--- config.mk ---
export PLATFORM = sky130hd
export DESIGN_NAME = reg_dump_uart_tx
export DESIGN_NICKNAME = d
export VERILOG_FILES = /design/src/rtl/reg_dump_uart_tx.sv
export SDC_FILE = /design/constraint.sdc
export NUM_CORES = 2
export LEC_CHECK = 0
export CORE_AREA = 4 4 320 322
export DETAILED_ROUTE_END_ITERATION = 10
export DIE_AREA = 0 0 324 326
export PLACE_DENSITY_LB_ADDON = 0.15
export SYNTH_ARGS = -nofsm -noshare
export SYNTH_HDL_FRONTEND = slang
export SYNTH_SLANG_ARGS = --single-unit
--- constraint.sdc ---
create_clock -name clk -period 5.2 [get_ports clk]
set_input_delay 0.78 -clock clk [delete_from_list [all_inputs] [get_ports clk]]
set_output_delay 0.78 -clock clk [all_outputs]
set_load 0.01 [all_outputs]
--- src/rtl/reg_dump_uart_tx.sv ---
// Debug readout: snapshots NUM_REGS 32-bit registers on start and sends them over a UART 8N1
// line as a frame of SYNC_BYTE, register bytes (MSB first, reg0 first), and an XOR checksum.
module reg_dump_uart_tx #(
    parameter int unsigned CLKS_PER_BIT = 434,
    parameter int unsigned NUM_REGS     = 26,
    parameter logic [7:0]  SYNC_BYTE    = 8'hA5
) (
    input  logic                     clk,
    input  logic                     rst_n,
    input  logic                     start,
    input  logic [32*NUM_REGS-1:0]   regs_flat,
    output logic                     tx,
    output logic                     busy,
    output logic                     done
);

    localparam int unsigned NumData = 4 * NUM_REGS;
    localparam int unsigned LastIdx = NumData + 1;
    localparam int unsigned ByteW   = $clog2(LastIdx + 1);
    localparam int unsigned BaudW   = (CLKS_PER_BIT > 1) ? $clog2(CLKS_PER_BIT) : 1;
    localparam int unsigned SnapW   = 32 * NUM_REGS;
    localparam int unsigned OffW    = $clog2(SnapW);

    localparam logic [BaudW-1:0] BaudMax  = BaudW'(CLKS_PER_BIT - 1);
    localparam logic [ByteW-1:0] NumDataB = ByteW'(NumData);
    localparam logic [ByteW-1:0] LastIdxB = ByteW'(LastIdx);

    typedef enum logic [1:0] {
        StIdle,
        StStart,
        StData,
        StStop
    } state_e;

    state_e             state_q, state_d;
    logic [BaudW-1:0]   baud_q, baud_d;
    logic [2:0]         bit_idx_q, bit_idx_d;
    // Index of the byte currently on the line: 0 is sync, 1..NumData data, LastIdx checksum.
    logic [ByteW-1:0]   byte_idx_q, byte_idx_d;
    logic [7:0]         shift_q, shift_d;
    logic [7:0]         csum_q, csum_d;
    logic [SnapW-1:0]   snap_q, snap_d;
    logic               tx_q, tx_d;
    logic               busy_q, busy_d;
    logic               done_q, done_d;

    logic               baud_wrap;
    logic [ByteW-1:0]   data_sel;
    logic [OffW-1:0]    byte_off;
    logic [7:0]         data_byte;

    assign baud_wrap = (baud_q == BaudMax);

    // The next data byte to load has index byte_idx_q; within a register the byte order is
    // reversed, so flipping the low two index bits gives the little-endian byte offset.
    always_comb begin
        data_sel  = (byte_idx_q < NumDataB) ? byte_idx_q : '0;
        byte_off  = OffW'({data_sel ^ ByteW'(3), 3'b000});
        data_byte = snap_q[byte_off +: 8];
    end

    always_comb begin
        state_d    = state_q;
        baud_d     = baud_q;
        bit_idx_d  = bit_idx_q;
        byte_idx_d = byte_idx_q;
        shift_d    = shift_q;
        csum_d     = csum_q;
        snap_d     = snap_q;
        tx_d       = tx_q;
        busy_d     = busy_q;
        done_d     = 1'b0;

        unique case (state_q)
            StIdle: begin
                if (start) begin
                    state_d    = StStart;
                    snap_d     = regs_flat;
                    csum_d     = '0;
                    shift_d    = SYNC_BYTE;
                    byte_idx_d = '0;
                    bit_idx_d  = '0;
                    baud_d     = '0;
                    tx_d       = 1'b0;
                    busy_d     = 1'b1;
                end
            end

            StStart: begin
                if (baud_wrap) begin
                    baud_d    = '0;
                    bit_idx_d = '0;
                    state_d   = StData;
                    tx_d      = shift_q[0];
                end else begin
                    baud_d = baud_q + 1'b1;
                end
            end

            StData: begin
                if (baud_wrap) begin
                    baud_d = '0;
                    if (bit_idx_q == 3'd7) begin
                        state_d = StStop;
                        tx_d    = 1'b1;
                    end else begin
                        bit_idx_d = bit_idx_q + 3'd1;
                        tx_d      = shift_q[bit_idx_q + 3'd1];
                    end
                end else begin
                    baud_d = baud_q + 1'b1;
                end
            end

            StStop: begin
                if (baud_wrap) begin
                    baud_d = '0;
                    if (byte_idx_q == LastIdxB) begin
                        state_d = StIdle;
                        done_d  = 1'b1;
                        busy_d  = 1'b0;
                        tx_d    = 1'b1;
                    end else begin
                        byte_idx_d = byte_idx_q + 1'b1;
                        state_d    = StStart;
                        tx_d       = 1'b0;
                        // Each data byte is folded in as it is loaded, so once the last data
                        // byte has gone out csum_q already holds the final checksum.
                        if (byte_idx_q < NumDataB) begin
                            shift_d = data_byte;
                            csum_d  = csum_q ^ data_byte;
                        end else begin
                            shift_d = csum_q;
                        end
                    end
                end else begin
                    baud_d = baud_q + 1'b1;
                end
            end

            default: begin
                state_d = StIdle;
            end
        endcase
    end

    always_ff @(posedge clk or negedge rst_n) begin
        if (!rst_n) begin
            state_q    <= StIdle;
            baud_q     <= '0;
            bit_idx_q  <= '0;
            byte_idx_q <= '0;
            shift_q    <= '0;
            csum_q     <= '0;
            snap_q     <= '0;
            tx_q       <= 1'b1;
            busy_q     <= 1'b0;
            done_q     <= 1'b0;
        end else begin
            state_q    <= state_d;
            baud_q     <= baud_d;
            bit_idx_q  <= bit_idx_d;
            byte_idx_q <= byte_idx_d;
            shift_q    <= shift_d;
            csum_q     <= csum_d;
            snap_q     <= snap_d;
            tx_q       <= tx_d;
            busy_q     <= busy_d;
            done_q     <= done_d;
        end
    end

    assign tx   = tx_q;
    assign busy = busy_q;
    assign done = done_q;

endmodule

### After elaboration in Yosys (flattened, before gate mapping)

Cells that the tools add are included.

| storage, ports and cells | value |
|---|---|
| bits in read-only memories | 0 |
| output and inout port bits | 3 |
| memories kept | 0 |
| logic and storage cells | 89 |
| latch bits | 0 |
| input port bits | 835 |
| register bits after elaboration | 872 |
| RAM bits | 0 |

| cells by class | value |
|---|---|
| eq/ne operators | 15 |
| $add $sub $neg | 3 |
| shifts and indexed selects | 1 |
| reduce and logical (&&, ||, !) cells | 11 |
| muxes and demuxes | 45 |
| bitwise operators | 2 |
| order comparisons | 2 |
| div/mod/pow operators | 0 |
| $mul | 0 |

Operators by type and width:

| kind | number |
|---|---|
| variable part select 832 x 11 -> 8 bit | 1 |
| two-way mux 8 bit | 8 |
| one-hot mux 8 bit (2 select lines) | 2 |
| two-way mux 7 bit | 4 |
| two-way mux 9 bit | 2 |
| inequality test 2 bit (second input constant) | 9 |
| one-hot mux 9 bit (2 select lines) | 1 |
| AND reduction 5 bit | 3 |
| one-hot mux 7 bit (2 select lines) | 1 |
| two-way mux 1 bit | 13 |
| two-way mux 3 bit | 4 |
| AND reduction 4 bit | 3 |
| two-way mux 2 bit | 5 |
| adder 9 x 1 -> 9 bit (second input constant) | 1 |
| equality test 9 bit (second input constant) | 1 |
| one-hot mux 3 bit (3 select lines) | 1 |
| one-hot mux 2 bit (4 select lines) | 1 |
| XOR 8 bit | 1 |
| adder 7 x 1 -> 7 bit (second input constant) | 1 |
| equality test 7 bit (second input constant) | 1 |
| < comparator 7 bit (second input constant) | 1 |
| equality test 2 bit (second input constant) | 2 |
| < comparator 3 x 4 -> 1 bit (second input constant) | 1 |
| one-hot mux 1 bit (4 select lines) | 1 |
| 11 further kinds | 11 |

### Longest topological paths before layout

| logic depth | value |
|---|---|
| depth after elaboration | 9 |
| depth in mapped cells | 13 |
| depth with buffers taken out | 10 |

### Least setup slack after synthesis

No wires, ideal clock.

| timing path | value |
|---|---|
| path kind | register to register |
| from | register byte_idx_q[1] |
| to | register csum_q[7] |
| buffers on the path | 2 |
| slack | 2.544 ns |
| data arrival time | 2.578 ns |
| stages on the path, launching flop included | 11 |
| data required time | 5.122 ns |
| cell sequence | dfrtp_1 inv_1 clkbuf_1 clkbuf_1 ha_1 nand4_1 nand2_2 a211oi_2 nand2_1 or4_1 a21oi_1 |

| on the way | value |
|---|---|
| word-level cells in the longest chain between the ends | 9 |
| elaborated cells on any way between the ends | 13 |
| classes of those cells | order compare (1); eq/ne (3); shift (1); mux (5); bitwise (2); reduce/logical (1) |

Ends and longest elaborated chain:

| item | line | source |
|---|---|---|
| start, declared | 39 | `logic [ByteW-1:0] byte_idx_q, byte_idx_d;` |
| start signal, assigned | 163 | `byte_idx_q <= byte_idx_d;` |
| < comparator 7 bit | 57, 129 |  |
| two-way mux 7 bit | 57 | `data_sel = (byte_idx_q < NumDataB) ? byte_idx_q : '0;` |
| NOT 2 bit (no source line) | n/a |  |
| variable part select 832 x 11 -> 8 bit | 59 | `data_byte = snap_q[byte_off +: 8];` |
| XOR 8 bit | 131 | `csum_d = csum_q ^ data_byte;` |
| two-way mux 8 bit | 129 | `if (byte_idx_q < NumDataB) begin` |
| two-way mux 8 bit | 118 | `if (byte_idx_q == LastIdxB) begin` |
| two-way mux 8 bit | 116 | `if (baud_wrap) begin` |
| one-hot mux 8 bit (2 select lines) | 74 | `unique case (state_q)` |
| end signal, assigned | 165 | `csum_q <= csum_d;` |
| end, declared | 41 | `logic [7:0] csum_q, csum_d;` |

Several ways; a longest one is shown, not always the timed one. The select of a mux whose other input is x is not followed.
A chain may end at the register's enable or synchronous reset.

### Final worst setup path

| timing path | value |
|---|---|
| from | register byte_idx_q[2] |
| to | register shift_q[4] |

| on the way | value |
|---|---|
| word-level cells in the longest chain between the ends | 8 |
| elaborated cells on any way between the ends | 11 |
| classes of those cells | order compare (1); eq/ne (2); shift (1); mux (5); bitwise (1); reduce/logical (1) |

Ends and longest elaborated chain:

| item | line | source |
|---|---|---|
| < comparator 7 bit | 57, 129 |  |
| two-way mux 7 bit | 57 |  |
| NOT 2 bit (no source line) | n/a |  |
| variable part select 832 x 11 -> 8 bit | 59 |  |
| two-way mux 8 bit | 129 |  |
| two-way mux 8 bit | 118 |  |
| two-way mux 8 bit | 116 |  |
| one-hot mux 8 bit (2 select lines) | 74 |  |
| end signal, assigned | 164 | `shift_q <= shift_d;` |
| end, declared | 40 | `logic [7:0] shift_q, shift_d;` |

Several ways; a longest one is shown, not always the timed one. The select of a mux whose other input is x is not followed.

==> results.yml <==
power:
  ir_drop_v: 0.000255
  powerDensity_mw_per_mm2: 272
  finalPower_mw: 14.9
  total_leakage_power_nw: 27.2
job:
  maxCapViolations: 0
setup_path:
  slowest_stage: "a2111oi_1"
  worstPathCellList: "inv_4 > nor2_8 > mux2_2 > a221o_1 > a2111oi_1 > nor4_1 > nor3_1 > o31ai_1"
  r2r_start: "byte_idx_q[2]$_DFFE_PN0P_"
  crit_buf_inv: 1
  crit_family: "compound AO/OA/AOI/OAI gates"
  r2r_slack_ns: 0.93
  end_kind: "flop"
  worstPathArrival_ns: 4.82
  cp_max_fo: 41
  crit_path_start_kind: "flop"
  path_class: "reg2reg"
  crit_path_start: "byte_idx_q[2]$_DFFE_PN0P_"
  slowest_delay_ns: 1.01
  worstPathRequired_ns: 5.75
timing:
  fin_crit_ns: 4.27
  hold_viol: 0
  clock.fmax_mhz: 234
  slew_headroom_pct: 24.6
  tightest_slew_ns: 1.13
  setup_viol: 0
  rsz0062_at_grt: "no"
  slew_viol_final: 0
  skew_ns: 0.0433
  fin_setup_tns_ns: 0
  period_share_pct: 82.0
clock_network:
  clk-insertion-delay-late_ns: 0.71
  cts.clk_slew.worst_paths_ns: 0.06
  clock_sinks: 872
  clockBufferDepth: 3
  cts.htree.levels: 3
  postCtsSetupRepairBufs: 0
  cts_tree: "built"
  post_cts_resized: 0
  cts_hold_buf: 0
  root_buffer: "clkbuf_16"
  cts_buffers: 96
floorplanning:
  row_count: 116
  die_h_um: 326
  core_area_sq_mm: 0.0996
  io_pins: 838
  initial_core_util_pct: 42.3
  die_x_um: 324
  die_area_sq_mm: 0.106
layout:
  fin_area_sq_mm: 0.0547
  layout-drive-gt1-share_pct: 5.71
  syn_to_final_growth_pct: 30.0
  fin_util_pct: 55.0
  nets: 6548
detailed_routing:
  via_per_inst: 5.66
  drt-total-wl_um: 189000
  via_count: 40215
  drc: 0
  final_antenna_net_count: 0
  drt_iter0_markers: 5036
  wl_per_cell_um: 26.6
  drt_pass1_iterations: 6
global_route:
  grt_overflow: 0
  grt_pass1_vias: 39464
  grt_max_degree: 192
  grt_usage_pct: 34.7
  grt_pass1_wl_um: 268000
  antenna_found_initial: 46
yosys:
  syn_avg_cell_area_sq_um: 8.31
  syn_inst: 5063
  syn_nets: 5909
  yosysWarnings: 0
  synth_flop_cell: "dfrtp_1"
  yosys-top-cells-count: "2,565 x nand2_1, 871 x dfrtp_1, 217 x clkbuf_1, 129 x a21oi_1, 119 x mux2i_1"
  synthMostInstantiatedCell: "nand2_1"
  synth_top_area_cell: "dfrtp_1"
  ys_async_sr_fraction_pct: 100
  synth.ff_latch_count: 872
  yosysSeqAreaShare_pct: 51.9
  netlist_area_sq_mm: 0.0421
  synth_cell_types: 83
  synth-edff-count: 0
  netlist.area_leader.share_pct: 51.8
  synth_area_leaders: "dfrtp_1 52%, nand2_1 23%, mux2i_1 2.8%, clkbuf_1 1.9%, a21oi_1 1.5%"
place:
  dp_hpwl_um: 139000
  port_buffers: 837
  gp_congestion: 0.990
  dpl_cell_area_sq_mm: 0.0513
worst_hold_path:
  hold_path_class: "in2async"
outcome:
  status: "finished, final reports clean"
## layer usage
| layer | up-vias | part of all wire, % | track usage (%) |
|---|---|---|---|
| li1 | 17947 | - | - |
| met1 | 19697 | 37 | 43.0 |
| met2 | 2056 | 47 | 56.2 |
| met3 | 493 | 9.4 | 8.65 |
| met4 | 22 | 5.8 | 17.6 |
| met5 | - | 0.076 | 0 |
## layout make-up
class / count / area [sq um]
Antenna cell: 32 / 80.1
Clock buffer: 137 / 2830
Clock inverter: 36 / 518
Fill cell: 9318 / 44800
Inverter: 50 / 190
Multi-Input combinational cell: 3782 / 18500
Sequential cell: 872 / 21800
Tap cell: 1298 / 1620
Timing Repair Buffer: 900 / 9180
## where the power goes
part,internal [mW],leakage [nW],switching (mW),total [mW]
Combinational,0.563,13.7,0.278,0.842
Sequential,6.79,11.9,0,6.79
Clock,4.29,1.63,2.98,7.27
## sequential cells by signal, summed over array words and instances (netlist names)
register and count:
baud_q 9, csum_q 8, byte_idx_q 7, state_q 2
bit_idx_q 3, snap_q 832, done 1, tx 1
busy 1, shift_q 8
## final timing paths
check / end / depth (start not counted)
setup / recovery: shift_q[4]$_DFFE_PN0P_ / 8
hold / removal: snap_q[294]$_DFFE_PN0P_ / 1
setup reg to reg: shift_q[4]$_DFFE_PN0P_ / 8
hold reg to reg: snap_q[783]$_DFFE_PN0P_ / 2
max in group asynchronous: snap_q[412]$_DFFE_PN0P_ / 2
min in group clk: snap_q[783]$_DFFE_PN0P_ / 2
## placed cells by master (no fill, tap or decap), types with 36 or more instances in the layout
cell,instances
a211oi_1,58
a21oi_1,129
a31oi_1,52
and3_1,37
buf_4,37
clkbuf_16,98
clkdlybuf4s50_1,836
dfrtp_1,867
inv_1,47
mux2_2,53
mux2i_1,119
nand2_1,2563
nand3_1,68
nor2_1,102
o21ai_0,118
o221ai_1,36
o22ai_1,37
## metrics by stage
stage / cells / setup WS (ns) / hold slack [ns]
floorplan: 5063 / 2.54 / 0.437
global placement: 6902 / 1.19 / 0.451
detailed placement: 6902 / 1.12 / 0.454
CTS: 7075 / 1.08 / 0.0565
global route: 7099 / 0.870 / 0.0815
finish: 7107 / 0.934 / 0.0650
## kinds of logic after synthesis
logic type | synth area share (%)
fa+ha+maj | 0.327
xor+xnor | 0.104
simple gates | 27.1
buf+inv | 4.36
compound gates | 11.1
flops | 51.9
mux | 5.16
No activity file was read; power rests on OpenSTA's default activity.
